<file path="src/rtl/gtx_mmcm_reset_ctrl_pkg.sv">
// Shared types and default timing for the GTX user-clock MMCM reset/lock sequencer.
// Also provides a constant clog2 used to validate the shared counter width.
package gtx_clk_pkg;

    typedef enum logic [2:0] {
        ST_IDLE      = 3'd0,
        ST_RST_HOLD  = 3'd1,
        ST_WAIT_LOCK = 3'd2,
        ST_STABLE    = 3'd3,
        ST_RUN       = 3'd4,
        ST_FAIL      = 3'd5
    } gtx_rst_state_e;

    localparam int DEF_RST_HOLD_CYCLES     = 16;
    localparam int DEF_LOCK_TIMEOUT_CYCLES = 65536;
    localparam int DEF_LOCK_STABLE_CYCLES  = 1024;
    localparam int DEF_MAX_RETRIES         = 7;
    localparam int DEF_CNT_W               = 17;

    function automatic int clog2(input int v);
        int r;
        r = 0;
        while ((64'd1 << r) < 64'(v)) r++;
        return r;
    endfunction

endpackage

</file>
<file path="src/rtl/gtx_mmcm_reset_ctrl_if.sv">
// Control/status bundle between the MMCM reset sequencer and its environment.
// master = the sequencer, slave = board logic / MMCM / monitor side.
interface gtx_mmcm_reset_ctrl_if;
    logic       enable;
    logic       mmcm_lock;
    logic       mmcm_reset;
    logic       user_reset;
    logic       locked;
    logic       fail;
    logic [3:0] retry_cnt;
    logic       lock_lost;
    logic [2:0] state_o;

    modport master (
        input  enable, mmcm_lock,
        output mmcm_reset, user_reset, locked, fail, retry_cnt, lock_lost, state_o
    );

    modport slave (
        output enable, mmcm_lock,
        input  mmcm_reset, user_reset, locked, fail, retry_cnt, lock_lost, state_o
    );
endinterface

</file>
<file path="src/rtl/gtx_mmcm_reset_ctrl_sync.sv">
// Two-flop synchronizer with a configurable asynchronous-reset value.
// Used for MMCM LOCKED and intended for other slow GTX status inputs.
module gtx_sync_2ff #(
    parameter int           W       = 1,
    parameter logic [W-1:0] RST_VAL = '0
) (
    input  logic         clk,
    input  logic         reset,
    input  logic [W-1:0] d_i,
    output logic [W-1:0] q_o
);
    logic [W-1:0] meta_q;
    logic [W-1:0] sync_q;

    always_ff @(posedge clk or posedge reset) begin
        if (reset) begin
            meta_q <= RST_VAL;
            sync_q <= RST_VAL;
        end else begin
            meta_q <= d_i;
            sync_q <= meta_q;
        end
    end

    assign q_o = sync_q;
endmodule

</file>
<file path="src/rtl/gtx_mmcm_reset_ctrl.sv">
// MMCM reset/lock sequencer: pulses MMCM reset, debounces synchronized LOCKED,
// retries on timeout up to a limit, and gates the downstream user reset.
module gtx_mmcm_reset_ctrl
    import gtx_clk_pkg::*;
#(
    parameter int RST_HOLD_CYCLES     = DEF_RST_HOLD_CYCLES,
    parameter int LOCK_TIMEOUT_CYCLES = DEF_LOCK_TIMEOUT_CYCLES,
    parameter int LOCK_STABLE_CYCLES  = DEF_LOCK_STABLE_CYCLES,
    parameter int MAX_RETRIES         = DEF_MAX_RETRIES,
    parameter int CNT_W               = DEF_CNT_W
) (
    input  logic                  clk,
    input  logic                  reset,
    gtx_mmcm_reset_ctrl_if.master bus
);
    localparam int CNT_MAX  = (RST_HOLD_CYCLES > LOCK_TIMEOUT_CYCLES)
                            ? ((RST_HOLD_CYCLES > LOCK_STABLE_CYCLES) ? RST_HOLD_CYCLES : LOCK_STABLE_CYCLES)
                            : ((LOCK_TIMEOUT_CYCLES > LOCK_STABLE_CYCLES) ? LOCK_TIMEOUT_CYCLES : LOCK_STABLE_CYCLES);
    localparam int NEED_W   = clog2(CNT_MAX + 1);

    if (CNT_W < NEED_W) begin : g_cnt_w_check
        $error("CNT_W too small for the configured cycle counts");
    end

    localparam logic [CNT_W-1:0] HOLD_LAST    = CNT_W'(RST_HOLD_CYCLES - 1);
    localparam logic [CNT_W-1:0] TIMEOUT_LAST = CNT_W'(LOCK_TIMEOUT_CYCLES - 1);
    localparam logic [CNT_W-1:0] STABLE_LAST  = CNT_W'(LOCK_STABLE_CYCLES - 1);

    gtx_rst_state_e   state_q, state_d;
    logic [CNT_W-1:0] cnt_q, cnt_d;
    logic [3:0]       retry_q, retry_d;
    logic             mmcm_reset_q, mmcm_reset_d;
    logic             user_reset_q, user_reset_d;
    logic             locked_q, locked_d;
    logic             fail_q, fail_d;
    logic             lock_lost;
    logic             lock_s;

    gtx_sync_2ff #(.W(1), .RST_VAL(1'b0)) u_lock_sync (
        .clk   (clk),
        .reset (reset),
        .d_i   (bus.mmcm_lock),
        .q_o   (lock_s)
    );

    always_comb begin
        state_d   = state_q;
        cnt_d     = cnt_q + CNT_W'(1);
        retry_d   = retry_q;
        lock_lost = 1'b0;

        // Dropping enable wins over every other transition, including lock loss.
        if (!bus.enable) begin
            state_d = ST_IDLE;
            cnt_d   = '0;
        end else begin
            unique case (state_q)
                ST_IDLE: begin
                    state_d = ST_RST_HOLD;
                    cnt_d   = '0;
                    retry_d = '0;
                end
                ST_RST_HOLD: begin
                    if (cnt_q == HOLD_LAST) begin
                        state_d = ST_WAIT_LOCK;
                        cnt_d   = '0;
                    end
                end
                ST_WAIT_LOCK: begin
                    if (lock_s) begin
                        state_d = ST_STABLE;
                        cnt_d   = '0;
                    end else if (cnt_q == TIMEOUT_LAST) begin
                        cnt_d = '0;
                        if (int'(retry_q) < MAX_RETRIES) begin
                            state_d = ST_RST_HOLD;
                            retry_d = (retry_q == 4'hF) ? retry_q : retry_q + 4'd1;
                        end else begin
                            state_d = ST_FAIL;
                        end
                    end
                end
                ST_STABLE: begin
                    // A glitch restarts the wait without spending a retry.
                    if (!lock_s) begin
                        state_d = ST_WAIT_LOCK;
                        cnt_d   = '0;
                    end else if (cnt_q == STABLE_LAST) begin
                        state_d = ST_RUN;
                        cnt_d   = '0;
                    end
                end
                ST_RUN: begin
                    cnt_d = '0;
                    if (!lock_s) begin
                        lock_lost = 1'b1;
                        state_d   = ST_RST_HOLD;
                        retry_d   = '0;
                    end
                end
                ST_FAIL: cnt_d = '0;
                default: begin
                    state_d = ST_IDLE;
                    cnt_d   = '0;
                end
            endcase
        end

        // Outputs are registered from the next state so they change with it, glitch-free.
        mmcm_reset_d = (state_d == ST_IDLE) || (state_d == ST_RST_HOLD) || (state_d == ST_FAIL);
        user_reset_d = (state_d != ST_RUN);
        locked_d     = (state_d == ST_RUN);
        fail_d       = (state_d == ST_FAIL);
    end

    always_ff @(posedge clk or posedge reset) begin
        if (reset) begin
            state_q      <= ST_IDLE;
            cnt_q        <= '0;
            retry_q      <= '0;
            mmcm_reset_q <= 1'b1;
            user_reset_q <= 1'b1;
            locked_q     <= 1'b0;
            fail_q       <= 1'b0;
        end else begin
            state_q      <= state_d;
            cnt_q        <= cnt_d;
            retry_q      <= retry_d;
            mmcm_reset_q <= mmcm_reset_d;
            user_reset_q <= user_reset_d;
            locked_q     <= locked_d;
            fail_q       <= fail_d;
        end
    end

    assign bus.mmcm_reset = mmcm_reset_q;
    assign bus.user_reset = user_reset_q;
    assign bus.locked     = locked_q;
    assign bus.fail       = fail_q;
    assign bus.retry_cnt  = retry_q;
    assign bus.lock_lost  = lock_lost;
    assign bus.state_o    = state_q;
endmodule

</file>
<file path="src/flat_wrapper.sv">
// flat-port wrapper written by rule: the top's interface ports become plain ports
module gtx_mmcm_reset_ctrl_flat import gtx_clk_pkg::*;
#(
    parameter int RST_HOLD_CYCLES     = DEF_RST_HOLD_CYCLES,
    parameter int LOCK_TIMEOUT_CYCLES = DEF_LOCK_TIMEOUT_CYCLES,
    parameter int LOCK_STABLE_CYCLES  = DEF_LOCK_STABLE_CYCLES,
    parameter int MAX_RETRIES         = DEF_MAX_RETRIES,
    parameter int CNT_W               = DEF_CNT_W
)
  (clk, reset, bus_enable, bus_mmcm_lock, bus_mmcm_reset, bus_user_reset, bus_locked, bus_fail, bus_retry_cnt, bus_lock_lost, bus_state_o);
  gtx_mmcm_reset_ctrl_if bus_i ();
  input  logic clk;
  input  logic reset;
  input wire logic [$bits(bus_i.enable)-1:0] bus_enable;
  input wire logic [$bits(bus_i.mmcm_lock)-1:0] bus_mmcm_lock;
  output wire logic [$bits(bus_i.mmcm_reset)-1:0] bus_mmcm_reset;
  output wire logic [$bits(bus_i.user_reset)-1:0] bus_user_reset;
  output wire logic [$bits(bus_i.locked)-1:0] bus_locked;
  output wire logic [$bits(bus_i.fail)-1:0] bus_fail;
  output wire logic [$bits(bus_i.retry_cnt)-1:0] bus_retry_cnt;
  output wire logic [$bits(bus_i.lock_lost)-1:0] bus_lock_lost;
  output wire logic [$bits(bus_i.state_o)-1:0] bus_state_o;
  assign bus_i.enable = bus_enable;
  assign bus_i.mmcm_lock = bus_mmcm_lock;
  assign bus_mmcm_reset = bus_i.mmcm_reset;
  assign bus_user_reset = bus_i.user_reset;
  assign bus_locked = bus_i.locked;
  assign bus_fail = bus_i.fail;
  assign bus_retry_cnt = bus_i.retry_cnt;
  assign bus_lock_lost = bus_i.lock_lost;
  assign bus_state_o = bus_i.state_o;
  gtx_mmcm_reset_ctrl #(.RST_HOLD_CYCLES(RST_HOLD_CYCLES), .LOCK_TIMEOUT_CYCLES(LOCK_TIMEOUT_CYCLES), .LOCK_STABLE_CYCLES(LOCK_STABLE_CYCLES), .MAX_RETRIES(MAX_RETRIES), .CNT_W(CNT_W)) u_core (.clk(clk), .reset(reset), .bus(bus_i));
endmodule
</file>
<file path="config.mk">
export PLATFORM = sky130hd
export DESIGN_NAME = gtx_mmcm_reset_ctrl_flat
export DESIGN_NICKNAME = d
export VERILOG_FILES = /design/src/rtl/gtx_mmcm_reset_ctrl_pkg.sv /design/src/rtl/gtx_mmcm_reset_ctrl_if.sv /design/src/rtl/gtx_mmcm_reset_ctrl_sync.sv /design/src/rtl/gtx_mmcm_reset_ctrl.sv /design/src/flat_wrapper.sv
export SDC_FILE = /design/constraint.sdc
export NUM_CORES = 1
export LEC_CHECK = 0
export BUFFER_PORTS_ARGS = -buffer_cell sky130_fd_sc_hd__buf_2
export CAP_MARGIN = 20
export CORE_MARGIN = 10
export CORE_UTILIZATION = 60
export DETAILED_ROUTE_END_ITERATION = 10
export GPL_ROUTABILITY_DRIVEN = 0
export GPL_TIMING_DRIVEN = 0
export PLACE_DENSITY = 0.89
export SETUP_SLACK_MARGIN = 0.2
export SLEW_MARGIN = 20
export SYNTH_ARGS = -nofsm -noshare
export SYNTH_HDL_FRONTEND = slang
export SYNTH_SLANG_ARGS = --single-unit
</file>
<file path="constraint.sdc">
create_clock -name clk -period 6.19 [get_ports clk]
set_input_delay 1.238 -clock clk [delete_from_list [all_inputs] [get_ports clk]]
set_output_delay 1.238 -clock clk [all_outputs]
set_load 0.02 [all_outputs]
</file>
# Yosys cells after proc, flatten, opt, wreduce, memory -nomap -nowiden

Index checks and enable logic that the tools add are counted.

Reductions and logical operators: 6
Order comparisons: 1
$add $sub $neg: 2
Equality and inequality tests: 18
Muxes and demuxes: 25

Operators by type and width:

| operator                                                    | count |
|---|---|
| 2-to-1 mux 17 bit                                           | 6 |
| one-hot mux 17 bit (3 select lines)                         | 1 |
| 2-to-1 mux 3 bit                                            | 8 |
| 2-to-1 mux 4 bit                                            | 5 |
| one-hot mux 3 bit (6 select lines)                          | 1 |
| adder 17 x 1 -> 17 bit (second input constant)              | 1 |
| equality test 17 x 10 -> 1 bit (second input constant)      | 1 |
| equality test 17 x 16 -> 1 bit (second input constant)      | 1 |
| equality test 17 x 4 -> 1 bit (second input constant)       | 1 |
| equality test 3 bit (second input constant)                 | 4 |
| one-hot mux 4 bit (3 select lines)                          | 1 |
| AND reduction 7 bit                                         | 1 |
| equality test 3 x 1 -> 1 bit (second input constant)        | 2 |
| equality test 3 x 2 -> 1 bit (second input constant)        | 2 |
| zero test 3 bit                                             | 2 |
| != test 2 bit (second input constant)                       | 3 |
| adder 4 x 1 -> 4 bit (second input constant)                | 1 |
| equality test 4 bit (second input constant)                 | 1 |
| less-than comparator 4 x 3 -> 1 bit (second input constant) | 1 |
| != test 2 x 1 -> 1 bit (second input constant)              | 2 |
| 2-to-1 mux 1 bit                                            | 3 |
| != test 3 bit (second input constant)                       | 1 |
| nonzero test 3 bit                                          | 1 |
| logical OR 1 bit                                            | 2 |

Input port bits: 4
Register bits: 30
Logic and storage cells: 61

# Depth between registers and ports, before layout

Depth after elaboration: 9
Mapped depth: 10
Gate-level depth less buffers: 10

# Cells and area by module

Synthesis repeated with hierarchy kept, for this count alone.

Cells, all modules: 165
Area total of the unflattened synthesis: 1,597.8 µm²

Modules (own cells, without submodules):

| module              | instances | sequential area each (µm²) | cells each | area an instance (µm²) |
|---|---|---|---|---|
| gtx_mmcm_reset_ctrl | 1         | 703.2                      | 162        | 1,544.0 |
| gtx_sync_2ff        | 1         | 50.0                       | 3          | 53.8 |

# Worst setup path before layout

No wires, ideal clock.

Path type: input to output
Start point: in bus_enable
End point: out bus_lock_lost
Arrival time: 1.694 ns
Cell stages on the path: 2
Required time: 4.952 ns
Path slack: 3.258 ns
Cell sequence: nor2b_1 -> and3_1

Cells in the longest elaborated chain, start to end: 1

Ends and longest elaborated chain:

| item             | RTL line                  | text |
|---|---|---|
| from (decl)      | flat_wrapper.sv:14        | `input wire logic [$bits(bus_i.enable)-1:0] bus_enable;` |
| 2-to-1 mux 1 bit | gtx_mmcm_reset_ctrl.sv:53 | `if (!bus.enable) begin` |
| to (decl)        | flat_wrapper.sv:21        | `output wire logic [$bits(bus_i.lock_lost)-1:0] bus_lock_lost;` |

No other way between the ends.

# Worst setup path in the final report

Ends and elaborated chain as after synthesis.

==> results by stage <==
Critical path:
- The worst setup path is launched from an input pin.
- The endpoint class of the critical path is an output port.
- The biggest fanout along the worst timing path is 4.
- The critical path data required time is 4950 ps.
- The critical path is of the input pin to output port type.
- Data on the critical path arrives at its endpoint at a little under 2000 ps.

Synth:
- The total nets after synthesis is 166.
- The area of the mapped netlist is 1560 sq um.
- Synthesis instantiated 42 different standard cells from the library.
- Of the synthesized area, sequential elements account for 0.484.
- The share of flip-flops with an asynchronous set or reset is 1.00.
- Each instance of the synthesized netlist takes up on average 9.86 sq um.
- In this run, synthesis produced a sequential element count of 30.
- The count of warnings emitted by yosys is 0.
- For this run, the leading register cell type out of synthesis is dfrtp_1.
- In this run, synthesis inferred 0 flip-flops with an integrated enable.
- In the synthesized netlist, the number of instances is 158.

STA:
- Static timing analysis puts the maximum clock frequency at 313 MHz.
- The final max-slew violation count is 0.
- The worst path needs 3190 ps of the cycle, external delays included.
- Adding up every negative setup slack in the final design gives 0 ps.
- The part of the cycle the worst path needs is 0.516.
- The final worst clock skew is 5.98 ps.
- The final setup violation count is 0.
- Setup repair after global routing left no endpoint under its margin.
- The final-report hold violation count came to 0.
- The max-slew headroom at the worst pin is 0.597.
- The transition at the pin with the smallest max-transition slack is between 600 and 700 ps.

Power and ir drop:
- The leakage power figure is 0.784 nW.
- The power per cell area is roughly 190 nW/um^2.
- The highest ir drop seen on vdd is between 0.00015 and 0.0002 V.
- The total power is 0.336 mW.

Global route:
- The first global-routing pass estimated 5660 um of wire.
- The number of antenna violations at the first check in global routing is 0.
- For this run the aggregate overflow at the end of global routing stands at 0.
- Entering global routing, the biggest net connects 31 pins.
- The total global routing track utilization is 0.137.
- The number of global-route vias before repair is 1,255.

Routing:
- The detailed-route vias per instance is ~5.9.
- After detailed routing, the number of remaining DRC violations is 0.
- The via count is 1,245.
- The routed wire length is 3230 um.
- The starting DRC count in detailed routing is 153.
- The number of nets still failing antenna checks after routing is 0.
- The first-pass iteration count of the detailed router is 4.
- The post-detailed-route wirelength per cell is approximately 15 um.

Final layout:
- The antenna diode instance count is 0.
- The number of fillers in the final layout is between 150 and 200.
- The number of nets in the finished design is around 190.
- From synthesis to final layout, the design area changed by 11.1%.
- In the final layout, the share of cells above drive strength 1 is 0.182.
- The share of the core filled with cells is 0.698.

Clock tree:
- The deepest clock path buffer count is 2.
- TritonCTS built the clock tree.
- For this design, the sink count on the clock tree is 30.
- The buffer cell driving the clock tree root is clkbuf_4.
- After clock tree synthesis, the flow added hold-fix buffers numbering 0.
- After clock tree synthesis, the clock-pin slew on the worst setup and hold paths is 90 ps.
- The CTS buffer count is 5.
- After clock tree synthesis, the setup repair step added 0 buffers.
- After clock tree synthesis, the repair step resized 0 gates.
- The clock tree synthesis step divided the H-tree into 2 levels.
- The later pin in the worst-skew pair is clocked with a latency of around 330 ps.

Die:
- Row generation in the floorplan step produced 18 rows.
- The floorplan die area is between 5000 and 6000 sq um.
- The area of the core is 2480 sq um.
- The y dimension of the die is a little over 70 um.
- The I/O pin count is 16.
- The horizontal die dimension is 71.0 um.
- The initial utilization of the core area, before any placement, comes to 0.629.

Worst hold path:
- The path class of the tightest hold or removal check is flip-flop to flip-flop.

Run status:
- The flow ran to the end, and the final reports show no timing, DRC or antenna violations.

Placement:
- The number of port buffers is 15.
- The HPWL reported at the end of detailed placement is roughly 2400 um.

Job:
- The number of maximum-capacitance constraint violations is 0.
-- critical path, stage by stage --
cell	delay [ps]
buf_2	110
nor2b_1	260
and3_1	190
buf_2	160
-- power by group --
part / switching (mW) / total [mW] / internal [mW]
Clock: 0.0651 / 0.120 / 0.0549
Combinational: 0.0117 / 0.0167 / 0.00494
Sequential: 0.00162 / 0.199 / 0.197
Total: 0.0784 / 0.336 / 0.257
-- cells by family (layout without fill, tap and decap cells) --
family	after synthesis	count (layout)	synth area share
AO/OA/AOI/OAI	22	22	0.104
XOR/XNOR	14	14	0.0787
adder cells (fa/ha/maj)	4	4	0.0321
buffers and inverters	12	35	0.0337
flip-flops	30	30	0.484
multiplexers	2	2	0.0137
AND/OR/NAND/NOR	74	74	0.254
-- metal layers --
| layer | global-route usage | part of all wire | vias to the layer above |
|---|---|---|---|
| met5 | 0 | 0 | - |
| met4 | 0.0624 | 0.016 | 0 |
| met3 | 0.0656 | 0.072 | 6 |
| met2 | 0.218 | 0.49 | 46 |
| met1 | 0.151 | 0.42 | 599 |
| li1 | - | - | 594 |
-- area by class of cell --
class	count	area, sq um	area share
clock buffers	7	55.1	0.0318
repair buffers	15	75.1	0.0434
well taps	30	37.5	0.0217
inverters	9	33.8	0.0195
flip-flops and latches	30	753	0.435
multi-input cells	116	752	0.435
clock inverters	1	5.00	0.00289
plain buffers	3	18.8	0.0108
-- flip-flops by register name, summed over array words and instances, names as in the netlist --
register and count:
u_core.bus.state_o 3, u_core.u_lock_sync.meta_q 1, u_core.u_lock_sync.q_o 1, u_core.cnt_q 17, u_core.bus.mmcm_reset 1, u_core.bus.retry_cnt 4, u_core.bus.fail 1, u_core.bus.locked 1
u_core.bus.user_reset 1
-- cell usage after synthesis, types with 2 or more instances --
library cell  number  share of area
a21oi_1            6          0.019
xnor2_1           11          0.062
clkbuf_1           2         0.0048
nor2b_1            4          0.016
a31oi_1            3          0.012
inv_1              9          0.022
and2_1             3          0.012
nand4_1            3          0.012
o21ai_0            2         0.0064
dfrtp_1           28           0.45
nand3_1            5          0.016
and3_1             7          0.028
and4_1             3          0.017
dfstp_2            2          0.034
ha_1               4          0.032
xor2_1             3          0.017
nor2_1            23          0.055
nor3_1             5          0.016
nand2_1           12          0.029
-- layout by cell type (no fill, tap or decap), types with 2 or more instances in the layout --
cell,count
xor2_1,3
clkbuf_1,3
buf_2,15
nor2_1,23
nand4_1,3
dfstp_2,2
and4_1,3
o21ai_0,2
and2_1,3
a21oi_1,6
clkbuf_4,5
nand3_1,5
xnor2_1,11
inv_1,8
nor3_1,5
and3_1,7
ha_1,4
nand2_1,12
nor2b_1,4
dfrtp_1,28
a31oi_1,3
-- stage by stage --
stage	hold slack [ps]	instance area [sq um]	setup slack, ps	instances
after global routing	372	1730	2990	211
final	356	1730	3000	211
after floorplan	331	1560	3260	158
after CTS	365	1730	3020	211
after global placement	335	1670	3060	203
after detailed placement	346	1670	3030	203
-- final timing paths --
path,startpoint,end,slack (ps),depth (start not counted)
worst max-delay path,bus_enable,bus_lock_lost,3000,4
worst max register to register,u_core.cnt_q[0],u_core.bus.retry_cnt[0],3230,10
max in group asynchronous,reset,u_core.cnt_q[13],4820,2
worst min register to register,u_core.u_lock_sync.meta_q,u_core.u_lock_sync.q_o,360,0
min in group asynchronous,reset,u_core.bus.locked,970,2
worst min-delay path,u_core.u_lock_sync.meta_q,u_core.u_lock_sync.q_o,360,0
(Power assumes the default switching activity.)
